[config.mk]
export PLATFORM = sky130hd
export DESIGN_NAME = if_fetch_unit
export DESIGN_NICKNAME = d
export VERILOG_FILES = /design/src/rtl/if_pkg.sv /design/src/rtl/fetch_skid_buf.sv /design/src/rtl/if_fetch_unit.sv
export SDC_FILE = /design/constraint.sdc
export NUM_CORES = 1
export LEC_CHECK = 0
export ABC_AREA = 1
export CAP_MARGIN = 20
export CORE_UTILIZATION = 25
export CTS_BUF_LIST = sky130_fd_sc_hd__clkbuf_8
export DETAILED_ROUTE_END_ITERATION = 8
export GPL_TIMING_DRIVEN = 1
export HOLD_SLACK_MARGIN = 0.03
export PLACE_DENSITY = 0.52
export SLEW_MARGIN = 5
export SYNTH_ARGS = -nofsm -noshare
export SYNTH_HDL_FRONTEND = slang
export SYNTH_SLANG_ARGS = --single-unit
[constraint.sdc]
create_clock -name Clk -period 3 [get_ports Clk]
set_clock_uncertainty 0.05 [all_clocks]
set_input_delay 0.6 -clock Clk [delete_from_list [all_inputs] [get_ports Clk]]
set_output_delay 0.6 -clock Clk [all_outputs]
set_load 0.03 [all_outputs]
[src/rtl/if_pkg.sv]
// Shared types and constants for the instruction-fetch stage.
// Fetch FSM encoding, PC step, alignment mask and buffer entry layout.
package if_pkg;

  typedef enum logic [1:0] {
    ST_FETCH = 2'd0,
    ST_DROP  = 2'd1,
    ST_HOLD  = 2'd2
  } fetch_state_e;

  localparam logic [31:0] PC_INC      = 32'd4;
  localparam logic [31:0] NOP_DEFAULT = 32'h0000_0000;
  localparam logic [31:0] ALIGN_MASK  = 32'hFFFF_FFFC;

  typedef struct packed {
    logic [31:0] instr;
    logic [31:0] pc4;
  } fetch_ent_t;

  function automatic logic [31:0] inc_pc(input logic [31:0] pc);
    return pc + PC_INC;
  endfunction

endpackage

[src/rtl/fetch_skid_buf.sv]
// One-entry holding buffer for a fetched word and its PC+4.
// Catches a transfer that lands while the stage is stalled.
module fetch_skid_buf
  import if_pkg::*;
(
  input  logic        Clk,
  input  logic        Rst,
  input  logic        load,
  input  logic        clear,
  input  logic [31:0] instr_in,
  input  logic [31:0] pc4_in,
  output logic        valid,
  output logic [31:0] instr,
  output logic [31:0] pc4
);

  fetch_ent_t ent_q;
  logic       valid_q;

  always_ff @(posedge Clk or negedge Rst) begin
    if (!Rst) begin
      valid_q <= 1'b0;
      ent_q   <= '0;
    end else if (clear) begin
      valid_q <= 1'b0;
      ent_q   <= '0;
    end else if (load) begin
      valid_q     <= 1'b1;
      ent_q.instr <= instr_in;
      ent_q.pc4   <= pc4_in;
    end
  end

  assign valid = valid_q;
  assign instr = ent_q.instr;
  assign pc4   = ent_q.pc4;

endmodule

[src/rtl/if_fetch_unit.sv]
// Instruction-fetch stage: PC, imem req/ready port, IF/ID drive.
// FETCH_PERF_CNT_EN adds saturating fetched/bubble counters.
module if_fetch_unit
  import if_pkg::*;
#(
  parameter logic [31:0] RESET_PC  = 32'h0000_0000,
  parameter logic [31:0] NOP_INSTR = NOP_DEFAULT
) (
  input  logic        Clk,
  input  logic        Rst,
  input  logic        Stall,
  input  logic        Redirect_valid,
  input  logic [31:0] Redirect_target,
  output logic        Imem_req,
  output logic [31:0] Imem_addr,
  input  logic        Imem_ready,
  input  logic [31:0] Imem_rdata,
  output logic [31:0] PCAdder_out,
  output logic [31:0] Instruction_out,
  output logic        IFID_flush,
  output logic        Fetch_valid
`ifdef FETCH_PERF_CNT_EN
  ,
  output logic [31:0] Perf_fetched,
  output logic [31:0] Perf_bubbles
`endif
);

  fetch_state_e state_q, state_d;
  logic [31:0]  pc_q, tgt_q;
  logic [31:0]  pc_inc, tgt_al;
  logic         req_q, xfer;
  logic         redir, stall_only, run;
  logic         drop_done, hold_go, fetch_go;
  logic         buf_load, buf_clear, buf_valid;
  logic [31:0]  buf_instr, buf_pc4;

  assign xfer       = req_q & Imem_ready;
  assign pc_inc     = inc_pc(pc_q);
  assign tgt_al     = Redirect_target & ALIGN_MASK;
  assign Imem_req   = req_q;
  assign Imem_addr  = pc_q;

  assign redir      = Redirect_valid;
  assign stall_only = !Redirect_valid & Stall;
  assign run        = !Redirect_valid & !Stall;

  assign drop_done  = (state_q == ST_DROP) & Imem_ready;
  assign hold_go    = (state_q == ST_HOLD) & buf_valid;
  assign fetch_go   = (state_q == ST_FETCH) & xfer;

  always_comb begin
    state_d   = state_q;
    buf_load  = 1'b0;
    buf_clear = 1'b0;
    unique case (state_q)
      ST_FETCH: begin
        if (Redirect_valid) begin
          state_d = (req_q && !Imem_ready) ? ST_DROP : ST_FETCH;
        end else if (xfer && Stall) begin
          state_d  = ST_HOLD;
          buf_load = 1'b1;
        end
      end
      ST_HOLD: begin
        if (Redirect_valid || !Stall) begin
          state_d   = ST_FETCH;
          buf_clear = 1'b1;
        end
      end
      ST_DROP: begin
        if (Imem_ready) state_d = ST_FETCH;
      end
      default: state_d = ST_FETCH;
    endcase
  end

  fetch_skid_buf u_buf (
    .Clk      (Clk),
    .Rst      (Rst),
    .load     (buf_load),
    .clear    (buf_clear),
    .instr_in (Imem_rdata),
    .pc4_in   (pc_inc),
    .valid    (buf_valid),
    .instr    (buf_instr),
    .pc4      (buf_pc4)
  );

  always_ff @(posedge Clk or negedge Rst) begin
    if (!Rst) begin
      state_q         <= ST_FETCH;
      req_q           <= 1'b0;
      pc_q            <= RESET_PC;
      tgt_q           <= RESET_PC;
      PCAdder_out     <= '0;
      Instruction_out <= NOP_INSTR;
      IFID_flush      <= 1'b0;
      Fetch_valid     <= 1'b0;
    end else begin
      state_q    <= state_d;
      req_q      <= (state_d != ST_HOLD);
      IFID_flush <= Redirect_valid;
      unique case (1'b1)
        redir: begin
          Instruction_out <= NOP_INSTR;
          Fetch_valid     <= 1'b0;
          // old request still outstanding: park target until it drains
          if (state_d == ST_DROP) tgt_q <= tgt_al;
          else pc_q <= tgt_al;
        end
        stall_only: begin
          if (drop_done) pc_q <= tgt_q;
        end
        run: begin
          Instruction_out <= NOP_INSTR;
          Fetch_valid     <= 1'b0;
          if (drop_done) begin
            pc_q <= tgt_q;
          end else if (hold_go) begin
            Instruction_out <= buf_instr;
            PCAdder_out     <= buf_pc4;
            Fetch_valid     <= 1'b1;
            pc_q            <= pc_inc;
          end else if (fetch_go) begin
            Instruction_out <= Imem_rdata;
            PCAdder_out     <= pc_inc;
            Fetch_valid     <= 1'b1;
            pc_q            <= pc_inc;
          end
        end
      endcase
    end
  end

`ifdef FETCH_PERF_CNT_EN
  always_ff @(posedge Clk or negedge Rst) begin
    if (!Rst) begin
      Perf_fetched <= '0;
      Perf_bubbles <= '0;
    end else begin
      if (Fetch_valid && Perf_fetched != 32'hFFFF_FFFF)
        Perf_fetched <= Perf_fetched + 32'd1;
      if (!Fetch_valid && Perf_bubbles != 32'hFFFF_FFFF)
        Perf_bubbles <= Perf_bubbles + 32'd1;
    end
  end
`endif

endmodule

-- After elaboration in Yosys (flattened, before gate mapping)
Index checks and enable logic that the tools add are counted.
W data, S select, Z words.
- register bits after elaboration: 196
- input port bits: 69
- output and inout bits: 99
- logic and storage cells: 69
- add/subtract/negate cells: 1
- eq/ne operators: 7
- mux-type cells: 30
- bitwise operators: 7
- reductions and logical operators: 13
- operators by type and width (cell ; count):
    $mux W32 ; 9
    $mux W64 ; 2
    $pmux W32 S3 ; 1
    $pmux W32 S2 ; 1
    $add A32 B3 Y32 const B ; 1
    $mux W1 ; 11
    $mux W2 ; 4
    $and A1 B1 Y1 ; 6
    $pmux W2 S3 ; 1
    $reduce_and A3 Y1 ; 2
    $reduce_bool A2 Y1 ; 3
    $eq A2 B1 Y1 const B ; 2
    $ne A2 B2 Y1 const B ; 2
    $ne A4 B1 Y1 const B ; 1
    $logic_not A1 Y1 ; 3
    $eq A2 B2 Y1 const B ; 1
    $logic_and A1 B1 Y1 ; 2
    $logic_not A2 Y1 ; 1
    $ne A2 B1 Y1 const B ; 1
    $pmux W1 S2 ; 1
    $reduce_and A2 Y1 ; 1
    $logic_or A1 B1 Y1 ; 1
    $not A1 Y1 ; 1

-- Logic depth before layout (Yosys ltp)
- word-level depth: 8
- mapped depth: 12
- mapped depth without buffers: 11

-- Hierarchy
From an unflattened synthesis, not the netlist that was laid out.
- cells, all modules: 1270
- area, all modules: 9763.1 sq um
- by module, submodules not included (module ; instances ; cells each ; area an instance (sq um) ; seq. area each (sq um)):
    if_fetch_unit ; 1 ; 990 ; 7203.2 ; 3228.1
    fetch_skid_buf ; 1 ; 280 ; 2560.0 ; 1626.6

-- Least setup slack after synthesis
Ideal clock, no wire load.
- kind: register -> register
- start: reg pc_q[3], in the netlist Imem_addr[3]
- end: reg PCAdder_out[24]
- setup time: 117 ps
- arrival: 1609 ps
- required time: 2833 ps
- path slack: 1225 ps
- stages on the path, launching flop included: 11
- path buffers: 0
- clock period less this slack: 1775 ps
- path through: dfrtp_1 ha_1 nand3_1 nor2_1 nand2_1 nor2_1 nand3_1 nand2_1 nand2_1 nand2_1 nand2_1
- word-level cells in the longest chain between the ends: 3
- ends and longest elaborated chain (element ; RTL line ; text):
    start, declared ; if_fetch_unit.sv:30 ; logic [31:0] pc_q, tgt_q;
    start signal, assigned ; if_fetch_unit.sv:110 ; else pc_q <= tgt_al;
    start signal, assigned ; if_fetch_unit.sv:113 ; if (drop_done) pc_q <= tgt_q;
    start signal, assigned ; if_fetch_unit.sv:119 ; pc_q <= tgt_q;
    $add A32 B3 Y32 ; if_pkg.sv:21 ; return pc + PC_INC;
    $mux W32 ; if_fetch_unit.sv:125 ; end else if (fetch_go) begin
    $mux W32 ; if_fetch_unit.sv:120 ; end else if (hold_go) begin
    end signal, assigned ; if_fetch_unit.sv:122 ; PCAdder_out <= buf_pc4;
    end signal, assigned ; if_fetch_unit.sv:127 ; PCAdder_out <= pc_inc;
    end, declared ; if_fetch_unit.sv:18 ; output logic [31:0] PCAdder_out,
No other way between the ends. The select of a mux whose other input is x is not followed.
A chain may end at the register's enable or synchronous reset.

-- Worst setup path in the final report
- start: reg pc_q[5], in the netlist Imem_addr[5]
- end: out Imem_addr[5]
- RTL lines (element ; RTL line ; text):
    end, declared ; if_fetch_unit.sv:15 ; output logic [31:0] Imem_addr,
No word-level cell between the ends.

==> impl_results.md <==
- Grt ovf: 0
- Crit path launch: Imem_addr[5]
- Clock power share: 17.6%
- Crit-path max FO: 7
- Cell area after synthesis: 0.00931 mm2
- Switch share: 42.1%
- CTS Buf Count: 17
- Port Buffers: 163
- Asr flop ratio synth: 100%
- Height of the die: 195 um
- Drt first pass iters: 5
- Yosys reg bits: 192
- H-tree levels: 4
- Highest-delay cell along the critical path: clkdlybuf4s50_1
- 1st-iter DRT viols: 613
- Area grow syn2layout: 27.9%
- Worst vdd ir: 0.287 mV
- Core area: 0.0366 mm2
- Cell taking the most area after synthesis: dfrtp_1
- Post-synth top area share: 51.6%
- Critical Path RT: 2350 ps
- Netlist cell types: 37
- Synth warn: 0
- Crit path capture type: output pin
- Top-count cell post-synth: nand2_1
- Clock-pin slew on the worst setup and hold paths: 100 ps
- Hold Path Stages: 1
- Delay-heaviest family, CP: buffers and inverters
- Final Instance Area: 0.0119 mm2
- Syn Area/Cell: 8.09 um2
- Inserted Diodes: 0
- Crit Path Category: reg -> out
- FF-to-FF Start: state_q[0]
- Largest net degree at the start of global routing: 66
- # Max-Cap Violations: 0
- Main flop type after synthesis: dfrtp_1
- Clock root buffer master: clkbuf_8
- Switching power total: 4.36 mW
- Via-to-Cell Ratio: 4.65
- Count of final hold-check violations: 0
- Combinational power share: 41.1%
- Fin crit period: 2410 ps
- Sequential fraction of the synthesis area: 51.6%
- Initial antenna violation count: 0
- Crit path to: Imem_addr[5]
- Io pins: 168
- Routed WL: 29700 um
- TritonCTS Sinks: 192
- Worst slew margin: 56.2%
- GRT Total Usage: 15.8%
- Cells after Synth: 1150
- Worst Path Arrival: 1760 ps
- Post-CTS Setup Bufs: 0
- Setup TNS Final: 0 ps
- EDFF count, synth: 0
- Latest clock arrival within the worst-skew pair: 470 ps
- First-pass GRT wire length: 46900 um
- Fmax: 415 MHz
- Share of layout cells above drive strength 1: 5.95%
- Internal Power: 6.01 mW
- # setup viols final: 0
- CTS Buffer Depth: 2
- Worst reg2reg setup slack: 930 ps
- Tightest Pin Transition: 657 ps
- TritonCTS clock tree: yes
- Final GP Congestion: 0.857
- Final Util: 32.5%
- Fin. max-slew vios: 0
- Count of antenna-violating nets left after detailed routing: 0
- RSZ-0062 raised after global routing: no
- Sequential Power Share: 41.3%
- CP max stage delay: 740 ps
- Total Nets Final: 1367
- Post-DP HPWL: 21300 um
- Type of the most critical hold path: in -> reg
- Site Rows: 70
- WP depth: 1
- Startpoint Class: register
- # DRC: 0
- Pwr dens: 872 mW/mm2
- R2R depth: 9
- Vias: 8274
- WP buf/inv: 1
- Total Power: 10.4 mW
- Reg-to-reg endpoint: Imem_addr[8]
- Top cells by count, synth: nand2_1 (337), dfrtp_1 (192), inv_1 (121)
- Static Leak: 5.57 nW
- Initial Utilization: 25.4%
- Synth area leaders: dfrtp_1 (52%), nand2_1 (14%), inv_1 (4.9%)
- Die area: 0.0380 mm2
- Final period util: 80.3%
- Worst path cell trace: clkdlybuf4s50_1
- Vias in the first global route: 8000
- Status: completed
- Cell Area, Placed: 0.0115 mm2
- DR WL/cell: 16.7 um
- Die extent in x: 195 um
-- how the worst min path moves through the flow --
stage | from | end | slack, ps
final | Redirect_valid | IFID_flush | 340
after global routing | Redirect_valid | IFID_flush | 310
after CTS | Redirect_valid | IFID_flush | 300
after detailed placement | tgt_q[18] | tgt_q[18] | 410
after global placement | tgt_q[17] | tgt_q[17] | 400
after floorplan | Rst | Fetch_valid | 250
-- power by group through the flow --
stage,clock network (mW),registers [mW],logic [mW]
after floorplan,0,4.92,1.83
after global placement,0,4.31,4.24
after detailed placement,0,4.34,4.28
after CTS,1.91,4.29,4.30
after global routing,1.99,4.41,4.69
final,1.83,4.28,4.26
-- sequential cells by signal, summed over array words and instances (netlist names) --
signal           cells
tgt_q               30
u_buf.pc4           31
Instruction_out     32
u_buf.instr         32
PCAdder_out         31
state_q              2
Fetch_valid          1
u_buf.valid          1
Imem_addr           30
Imem_req             1
IFID_flush           1
-- through the flow --
step                      cells  hold WS [ps]  setup WS, ps
final                      1778           344           591
after global routing       1778           311           484
after CTS                  1778           298           549
after detailed placement   1745           409           382
after global placement     1745           398           434
after floorplan            1151           254          1220
-- kinds of logic (layout without fill, tap and decap cells) --
| group | Yosys count | count (layout) | share of synthesized area [%] |
|---|---|---|---|
| compound gates | 252 | 252 | 17.2 |
| xor+xnor | 6 | 6 | 0.565 |
| fa+ha+maj | 1 | 1 | 0.134 |
| other cells | 1 | 2 | 0.0403 |
| flops | 192 | 192 | 51.6 |
| simple gates | 505 | 505 | 22.0 |
| buf+inv | 193 | 352 | 8.44 |
-- metal layers --
layer / GRT usage, % / vias up / wire length, um
li1: - / 4076 / -
met1: 23.0 / 4018 / 15000
met2: 23.5 / 156 / 13000
met3: 3.11 / 24 / 1150
met4: 4.81 / 0 / 555
met5: 0 / - / 0
-- cell type report --
class,count,area [um2]
tap,468,586
fill,3881,24700
timing repair buffer,191,1880
clock buffer,19,262
sequential,192,4800
multi-input combinational,766,3730
clock inverter,13,161
inverter,129,484
-- layout by cell type (no fill, tap or decap), drive strengths merged --
cell,instances
o21ai,63
o21bai,4
clkinvlp,2
and2,2
xnor2,1
a31oi,2
clkinv,4
o21a,5
a21boi,1
inv,133
o32ai,31
a22o,33
nand2,341
buf,28
ha,1
nand3b,2
dfrtp,192
a22oi,4
dlygate4sd3,1
conb,2
xor2,5
clkbuf,20
or2,2
nor2,86
a21oi,66
o211ai,3
o31ai,2
bufinv,3
o22ai,38
nand3,68
nor3,1
clkdlybuf4s50,161
nand4,3
-- repair_timing --
action,in CTS,in global routing
endpoints found under the hold margin,4,0
endpoints found under the setup margin,0,0
hold buffers,1,0
gates resized for setup,0,0
Note: power is estimated with default switching activity, not from simulation.
